--- src/rtl/dl166_run_ctrl.sv ---
// Run controller for the DL166 core: holds the core in reset after power-up and gates its
// per-instruction enable for RUN / HALT / single-STEP, with rate select, PC breakpoint and counter.
module dl166_run_ctrl #(
    parameter int RST_CYC      = 4,
    parameter int DEBOUNCE_CYC = 16,
    parameter int AUTO_RUN     = 0
) (
    input  logic       clk,
    input  logic       reset,
    input  logic       run_btn,
    input  logic       step_btn,
    input  logic       halt_btn,
    input  logic       soft_rst,
    input  logic [3:0] div_sel,
    input  logic       bp_en,
    input  logic [3:0] bp_addr,
    input  logic [3:0] pc,
    output logic       cpu_en,
    output logic       cpu_rst_n,
    output logic [1:0] state,
    output logic [7:0] instr_cnt,
    output logic       bp_hit
);

    typedef enum logic [1:0] {
        S_RESET_HOLD = 2'd0,
        S_HALT       = 2'd1,
        S_RUN        = 2'd2,
        S_STEP       = 2'd3
    } state_e;

    localparam int DB_W = (DEBOUNCE_CYC > 1) ? $clog2(DEBOUNCE_CYC) : 1;
    localparam logic [DB_W-1:0] DB_LAST  = DB_W'(DEBOUNCE_CYC - 1);
    localparam logic [15:0]     RST_LAST = 16'(RST_CYC - 1);

    // Button vectors are ordered {halt, step, run}.
    logic [2:0]      btn_raw;
    logic [2:0]      sync1_q, sync2_q;
    logic [2:0]      db_q, db_d, db_prev_q;
    logic [DB_W-1:0] db_cnt_q [3];
    logic [DB_W-1:0] db_cnt_d [3];
    logic [2:0]      press;
    logic            run_ev, step_ev, halt_ev;

    state_e          state_q, state_d;
    logic [15:0]     pre_q, pre_d;
    logic [15:0]     mask;
    logic            tick;
    logic            first_q, first_d;
    logic [7:0]      instr_q, instr_d;
    logic            bp_hit_q, bp_hit_d;
    logic            cpu_en_c;
    logic            bp_set;

    assign btn_raw = {halt_btn, step_btn, run_btn};

    always_comb begin
        db_d = db_q;
        for (int i = 0; i < 3; i++) begin
            db_cnt_d[i] = '0;
            if (sync2_q[i] != db_q[i]) begin
                if (db_cnt_q[i] == DB_LAST) begin
                    db_d[i] = sync2_q[i];
                end else begin
                    db_cnt_d[i] = db_cnt_q[i] + 1'b1;
                end
            end
        end
    end

    assign press   = db_q & ~db_prev_q;
    assign run_ev  = press[0];
    assign step_ev = press[1];
    assign halt_ev = press[2];

    assign mask = (16'd1 << div_sel) - 16'd1;
    assign tick = ((pre_q & mask) == mask);

    always_comb begin
        state_d  = state_q;
        cpu_en_c = 1'b0;
        bp_set   = 1'b0;
        if (soft_rst) begin
            state_d = S_RESET_HOLD;
        end else begin
            case (state_q)
                S_RESET_HOLD: begin
                    if (pre_q == RST_LAST) begin
                        state_d = (AUTO_RUN != 0) ? S_RUN : S_HALT;
                    end
                end
                S_HALT: begin
                    // A coinciding halt press outranks step/run, and halt itself is a no-op here.
                    if (!halt_ev) begin
                        if (step_ev) begin
                            state_d = S_STEP;
                        end else if (run_ev) begin
                            state_d = S_RUN;
                        end
                    end
                end
                S_RUN: begin
                    if (halt_ev) begin
                        state_d = S_HALT;
                    end else if (tick) begin
                        if (bp_en && (pc == bp_addr) && !first_q) begin
                            state_d = S_HALT;
                            bp_set  = 1'b1;
                        end else begin
                            cpu_en_c = 1'b1;
                        end
                    end
                end
                S_STEP: begin
                    if (halt_ev) begin
                        state_d = S_HALT;
                    end else if (tick) begin
                        cpu_en_c = 1'b1;
                        state_d  = S_HALT;
                    end
                end
                default: state_d = S_RESET_HOLD;
            endcase
        end
    end

    // The prescaler doubles as the cycle-in-state counter; soft_rst restarts it even in RESET_HOLD.
    always_comb begin
        pre_d = pre_q + 16'd1;
        if ((state_d != state_q) || soft_rst) begin
            pre_d = '0;
        end

        first_d = first_q;
        if ((state_d == S_RUN) && (state_q != S_RUN)) begin
            first_d = 1'b1;
        end else if ((state_q == S_RUN) && tick) begin
            first_d = 1'b0;
        end

        instr_d = instr_q + {7'd0, cpu_en_c};
        if (state_d == S_RESET_HOLD) begin
            instr_d = '0;
        end

        bp_hit_d = bp_hit_q;
        if (state_d == S_RESET_HOLD) begin
            bp_hit_d = 1'b0;
        end else if ((state_d != state_q) && ((state_d == S_RUN) || (state_d == S_STEP))) begin
            bp_hit_d = 1'b0;
        end else if (bp_set) begin
            bp_hit_d = 1'b1;
        end
    end

    always_ff @(posedge clk) begin
        if (reset) begin
            sync1_q   <= '0;
            sync2_q   <= '0;
            db_q      <= '0;
            db_prev_q <= '0;
            for (int i = 0; i < 3; i++) begin
                db_cnt_q[i] <= '0;
            end
            state_q   <= S_RESET_HOLD;
            pre_q     <= '0;
            first_q   <= 1'b0;
            instr_q   <= '0;
            bp_hit_q  <= 1'b0;
        end else begin
            sync1_q   <= btn_raw;
            sync2_q   <= sync1_q;
            db_q      <= db_d;
            db_prev_q <= db_q;
            for (int i = 0; i < 3; i++) begin
                db_cnt_q[i] <= db_cnt_d[i];
            end
            state_q   <= state_d;
            pre_q     <= pre_d;
            first_q   <= first_d;
            instr_q   <= instr_d;
            bp_hit_q  <= bp_hit_d;
        end
    end

    assign cpu_en    = cpu_en_c;
    assign cpu_rst_n = (state_q != S_RESET_HOLD);
    assign state     = state_q;
    assign instr_cnt = instr_q;
    assign bp_hit    = bp_hit_q;

endmodule

--- config.mk ---
export PLATFORM = sky130hd
export DESIGN_NAME = dl166_run_ctrl
export DESIGN_NICKNAME = d
export VERILOG_FILES = /design/src/rtl/dl166_run_ctrl.sv
export SDC_FILE = /design/constraint.sdc
export NUM_CORES = 1
export LEC_CHECK = 0
export ABC_AREA = 1
export CAP_MARGIN = 40
export CORE_MARGIN = 2
export CORE_UTILIZATION = 50
export CTS_CLUSTER_SIZE = 24
export DETAILED_ROUTE_END_ITERATION = 8
export PLACE_DENSITY = 0.81
export SLEW_MARGIN = 20
export SYNTH_ARGS = -nofsm -noshare
export SYNTH_HDL_FRONTEND = slang
export SYNTH_SLANG_ARGS = --single-unit
--- constraint.sdc ---
create_clock -name clk -period 3.24 [get_ports clk]
set_input_delay 0.81 -clock clk [delete_from_list [all_inputs] [get_ports clk]]
set_output_delay 0.81 -clock clk [all_outputs]
set_load 0.05 [all_outputs]
After elaboration in Yosys (flattened, before gate mapping)
Memories as Yosys holds them, arrays and structs flattened. Index checks and enable logic that the tools add are counted.

Register bits: 40. Latch bits: 0. RAM bits: 12. Memory bits (read-only): 0. Input port bits: 19. Output and inout port bits: 13. Word-level logic and storage cells: 96. Memories: 1.

Add/subtract/negate cells: 6. Multiply operators: 0. Divide/modulo/power cells: 0. $lt $le $gt $ge: 0. Eq/ne operators: 16. Shifts and indexed selects: 1. Muxes and demuxes: 37. Bitwise logic cells: 6. Reduce and logical (&&, ||, !) cells: 18.

Memory list: db_cnt_q (depth 3, bits a word 4, read ports 3, clocked after Yosys merged registers in 0, wr ports 3, line 40) `logic [DB_W-1:0] db_cnt_q [3];`.

Operator list (count): 4-bit 2-to-1 mux (9); 2-bit 2-to-1 mux (10); 16-bit by 1-bit adder with 16-bit output (second input constant) (1); 16-bit bitwise AND (1); 16-bit == test (1); 16-bit by 2-bit == test with 1-bit output (second input constant) (1); 1-bit 2-to-1 mux (16); 1-bit by 4-bit left shift with 16-bit output (first input constant) (1); 16-bit by 1-bit subtractor with 16-bit output (second input constant) (1); 4-bit by 1-bit adder with 4-bit output (second input constant) (3); 4-bit == test (second input constant) (3); 8-bit by 1-bit adder with 8-bit output (1); 2-bit == test (second input constant) (4); 2-bit one-hot mux with 4 select lines (1); 2-bit AND reduction (3); 1-bit logical AND (5); 4-bit == test (1); 2-bit zero test (2); 2-bit nonzero test (2); 2-bit OR reduction (2); 3-bit bitwise AND (1); 1-bit != test (3); 3-bit NOT (1); 1-bit OR (3); 7 further kinds (8).

Logic depth before layout (Yosys ltp)
Word-level depth: 12. Gate-level depth with buffers: 21. Gate-level depth less buffers: 20.

Worst setup path after synthesis
Ideal clock, no wire load.

Path type: input to register. Start point: in div_sel[1]. End point: reg instr_q[5], in the netlist instr_cnt[5]. Setup time: 71 ps. Arrival: 4239 ps. Required time: 3169 ps. Setup slack: -1070 ps. Stages: 20. Path buffers: 1. Cell sequence: buf_6 -> nor2_1 -> inv_1 -> nor2_2 -> inv_1 -> ha_1 -> nor2_1 -> a21oi_1 -> nand3_1 -> nor2_1 -> nand2_1 -> nor2_2 -> nand2_2 -> nor3_1 -> ha_1 -> nand3_1 -> nor2_1 -> nand2_1 -> or2_2 -> a21oi_1.

Elaborated cells between the ends (all ways): 19. Those cells by class: add/sub (2); eq/ne (1); shift (1); mux (12); bitwise (1); reduce/logical (2).

RTL lines: start: declaration (line 14) `input logic [3:0] div_sel,`; 1-bit by 4-bit left shift with 16-bit output (*) (line 76) `assign mask = (16'd1 << div_sel) - 16'd1;`; 16-bit by 1-bit subtractor with 16-bit output (*) (line 76); 16-bit bitwise AND (line 77) `assign tick = ((pre_q & mask) == mask);`; 16-bit == test (*) (line 77); 1-bit 2-to-1 mux, on equally long branches (line 117, 105); 1-bit 2-to-1 mux, on equally long branches (line 115, 103); 1-bit one-hot mux with 2 select lines (*) (line 86) `case (state_q)`; 1-bit 2-to-1 mux (*) (line 83) `if (soft_rst) begin`; named net cpu_en (line 18) `output logic cpu_en,`; 8-bit by 1-bit adder with 8-bit output (*) (line 141) `instr_d = instr_q + {7'd0, cpu_en_c};`; end signal: assignment (line 181) `instr_q <= instr_d;`; end: declaration (line 50) `logic [7:0] instr_q, instr_d;`.

The timed path passes the listed nets; every way through them passes the cells marked *. A chain may end at the register's enable or synchronous reset.

Final worst setup path
Start point: in div_sel[2]. End point: out cpu_en.

Cells in the longest elaborated chain, start to end: 8. Elaborated cells between the ends (all ways): 10. Those cells by class: add/sub (1); eq/ne (1); shift (1); mux (6); bitwise (1).

RTL lines (line): 1-bit by 4-bit left shift with 16-bit output (*) (76); 16-bit by 1-bit subtractor with 16-bit output (*) (76); 16-bit bitwise AND (77); 16-bit == test (*) (77); 1-bit 2-to-1 mux, on equally long branches (117, 105); 1-bit 2-to-1 mux, on equally long branches (115, 103); 1-bit one-hot mux with 2 select lines (*) (86); 1-bit 2-to-1 mux (*) (83); end: declaration (18).

Every way passes the cells marked *; elsewhere a longest branch is shown, timed or not.

==> impl_metrics.json <==
{
  "status": "finished, violations left",
  "violations": "negative setup slack",
  "critPathKind": "primary input to output port",
  "timing.final.crit_share": 1.02,
  "worst_path_max_delay_cell": "sky130_fd_sc_hd__nor3_4",
  "fin_area_mm2": 0.00346,
  "core-area_mm2": 0.00507,
  "yosys_warnings": 0,
  "post-synth-top-area-fraction": 0.399,
  "antenna_cells_inserted": 0,
  "nNetsFinal": 454,
  "setup.worst_path.end_class": "output port",
  "setup-violations-final": 1,
  "hpwlAfterDp_um": 4080,
  "wirelength_um": 5720,
  "fin_total_pwr_mw": 1.15,
  "netlist-cell-type-count": 26,
  "syn_nets": 387,
  "whs_endpoint": "sync2_q[0]",
  "worst_slew_pin_slew_ns": 0.504,
  "drtAntennaViolNets": 0,
  "avgViaCountPerCell": 4.87,
  "min_period_ns": 3.32,
  "grt_antenna_before_repair": 0,
  "worst_clock_skew_ns": 0.0139,
  "synth_top_area_cell": "sky130_fd_sc_hd__dfxtp_1",
  "worstPathRequired_ns": 2.43,
  "data_arrival_time_at_the_worst_slack_endpoint_ns": 2.51,
  "synth_compound_gate_area_share": 0.0369,
  "tns_ns": -0.0769,
  "final-max-slew-violation-count": 0,
  "overflow": 0,
  "cts_max_path_buffers": 2,
  "p_int_uw": 860,
  "grt_first_pass_wirelength_um": 9950,
  "synth_mux_area_frac": 0,
  "startpoint_type_of_the_worst_setup_path": "primary input",
  "critical_path.reg2reg.endpoint": "instr_cnt[5]",
  "cts-buffers-inserted": 5,
  "pin_count": 32,
  "hp-start": "sync1_q[0]",
  "post_synth_adder_cell_area": 0.0336,
  "final_layout_size_suffix_gt1_frac": 0.214,
  "combinational_family_with_the_most_area_after_synthesis": "simple AND/OR/NAND/NOR gates",
  "die-area_mm2": 0.00581,
  "drt_drc_violations_left": 0,
  "hold_ws_ns": 0.407,
  "leakage_nw": 1.47,
  "switching_part_of_the_total_power": 0.250,
  "critPathMaxStageDelay_ns": 0.19,
  "rows": 26,
  "post_synth_main_area_contributors": "sky130_fd_sc_hd__dfxtp_1, sky130_fd_sc_hd__nand2_1, sky130_fd_sc_hd__nor2_1, sky130_fd_sc_hd__inv_1, sky130_fd_sc_hd__xor2_1",
  "ctsHoldBuffers": 0,
  "max_cap_violations": 0,
  "syn2layout_area_growth_pct": 32.4,
  "buffer_ports.inserted": 31,
  "finalNonFillerCells": 499,
  "most_frequent_standard_cell_in_the_layout_excluding_fill_and_tap_cells": "sky130_fd_sc_hd__nand2_1",
  "effective_utilization_at_floorplan": 0.514,
  "initial_drc_count": 143,
  "worst_setup_hold_path_clk_slew_ns": 0.10,
  "die_width_um": 76.3,
  "first_pass_iters": 4,
  "power_switching_uw": 287,
  "dr_total_vias": 2429,
  "detailedPlace.worstSlack_ns": -0.470,
  "crit_path_cell_trace": "buf_6 -> nor2_4 -> inv_2 -> nor2_4 -> buf_4 -> buf_4 -> buf_4 -> buf_4 -> buf_4 -> nor2_1 -> nor2_1 -> nand2_1 -> nor2_2 -> nand2_2 -> nor3_4 -> buf_12",
  "postLayoutCoreUtil": 0.681,
  "synthCells": 361,
  "via_count_of_the_first_global_routing_pass": 2353,
  "maxSlewHeadroom": 0.663,
  "worst_r2r_startpoint": "pre_q[8]",
  "worst_ir_drop_vdd_mv": 0.322,
  "syn_area_mm2": 0.00261,
  "seqPwrFrac": 0.565,
  "synth.yosys.seq_area_share": 0.399,
  "route.detailed.wl_per_inst_um": 11.5,
  "clock-root-buffer": "sky130_fd_sc_hd__clkbuf_8",
  "numPlacedInstances": 478,
  "minimum_setup_slack_in_the_final_design_ns": -0.0769,
  "hp-class": "flip-flop to flip-flop",
  "r2r_cell_count": 18,
  "fp.dieH_um": 76.3,
  "hold_path_depth": 2,
  "power-per-cell-area_mw_per_mm2": 332,
  "hold_viol": 0,
  "reg2reg_slack_ns": 0.81,
  "p_clk_frac": 0.335,
  "grt_start_max_net_pins": 19,
  "critical_path_buf_inv_count": 8,
  "cts.htree.levels": 2,
  "synthXorXnorAreaFrac": 0.0805,
  "crit_family": "simple AND/OR/NAND/NOR gates",
  "cts_num_sinks": 52,
  "post_synth.cell_area_avg_um2": 7.23,
  "library_cell_appearing_most_often_on_the_critical_path": "sky130_fd_sc_hd__buf_4",
  "yosys.area_share.simple": 0.352,
  "placement.cell_area_mm2": 0.00315,
  "tritoncts": "done",
  "most-common-layout-cells": "sky130_fd_sc_hd__nand2_1, sky130_fd_sc_hd__nor2_1, sky130_fd_sc_hd__dfxtp_1",
  "achievable-frequency_mhz": 301,
  "clock_insertion_delay_worst_skew_ns": 0.31,
  "critPathMaxFanout": 3,
  "rsz_0062_raised_after_global_routing": "yes",
  "place_congestion": 0.950,
  "grt_use_total": 0.205,
  "ys_seq_elements": 52,
  "combinationalPowerShare": 0.100
}
## synthesized netlist by cell type
cell,count
sky130_fd_sc_hd__nor2_2,12
sky130_fd_sc_hd__o21ai_1,1
sky130_fd_sc_hd__nand4_4,1
sky130_fd_sc_hd__nand2_1,63
sky130_fd_sc_hd__nor2_4,2
sky130_fd_sc_hd__ha_1,7
sky130_fd_sc_hd__nand3b_1,1
sky130_fd_sc_hd__or2_2,4
sky130_fd_sc_hd__nand2_2,3
sky130_fd_sc_hd__nand3_2,3
sky130_fd_sc_hd__o22ai_1,1
sky130_fd_sc_hd__dfxtp_1,52
sky130_fd_sc_hd__buf_6,3
sky130_fd_sc_hd__xor2_1,21
sky130_fd_sc_hd__a21oi_1,10
sky130_fd_sc_hd__nor2_1,61
sky130_fd_sc_hd__inv_1,53
sky130_fd_sc_hd__and3_1,1
sky130_fd_sc_hd__o21ai_0,7
sky130_fd_sc_hd__inv_2,5
sky130_fd_sc_hd__clkbuf_1,1
sky130_fd_sc_hd__nand3_1,23
sky130_fd_sc_hd__nor4_1,6
sky130_fd_sc_hd__xnor2_1,3
sky130_fd_sc_hd__nor3_1,9
sky130_fd_sc_hd__nand4_1,8
## flip-flops by register name, summed over array words and instances, names as in the netlist, 2 cells and up
signal	cells
sync1_q	3
state	2
sync2_q	3
instr_cnt	8
db_q	3
db_cnt_q	12
db_prev_q	3
pre_q	16
## cell families after synthesis
| logic type | after synthesis |
|---|---|
| buffers and inverters | 62 |
| adders and majority gates | 7 |
| xor gates and xnor gates | 24 |
| and+or+nand+nor | 197 |
| AOI/OAI and AO/OA | 19 |
| DFF | 52 |
## power by group through the flow
stage / combinational, mW / sequential, mW / clock, mW
after CTS: 0.111 / 0.648 / 0.392
after detailed placement: 0.101 / 0.663 / 0
after global routing: 0.128 / 0.649 / 0.419
final: 0.114 / 0.648 / 0.384
after global placement: 0.0984 / 0.663 / 0
after floorplan: 0.0582 / 0.662 / 0
## metal layers
layer  GRT usage  share of wire
met1       0.250           0.46
met2       0.349           0.50
met3      0.0462          0.024
met4      0.0873          0.019
met5           0              0
## worst register-to-register path, delay by kind of cell (launching register included)
kind / cells / cell delay [ns]
flops: 1 / 0.45
fa+ha+maj: 1 / 0.15
simple gates: 12 / 1.31
compound gates: 2 / 0.16
buf+inv: 3 / 0.32
## worst max-delay path by stage
stage / start / to / slack (ns) / depth (start not counted)
global placement: div_sel[2] / cpu_en / -0.41 / 15
finish: div_sel[2] / cpu_en / -0.08 / 16
detailed placement: div_sel[2] / instr_cnt[5] / -0.47 / 20
CTS: div_sel[3] / cpu_en / -0.13 / 15
global route: div_sel[2] / cpu_en / -0.24 / 15
floorplan: div_sel[3] / instr_cnt[5] / -0.32 / 20
## cell type report
type                       instances  area [um^2]
fill                             410         1620
multi-input combinational        247         1430
sequential                        52         1040
timing repair buffer              64          588
inverter                          58          218
tap                               70         87.6
clock buffer                       5         68.8
clock inverter                     3         25.0
## what timing repair did
item / 4_1_cts / 5_1_grt
gates cloned: 0 / 0
setup endpoints to repair: 5 / 13
buffers inserted: 11 / 2
resized for setup: 30 / 17
pin swaps: 10 / 13
(Power assumes the default switching activity.)
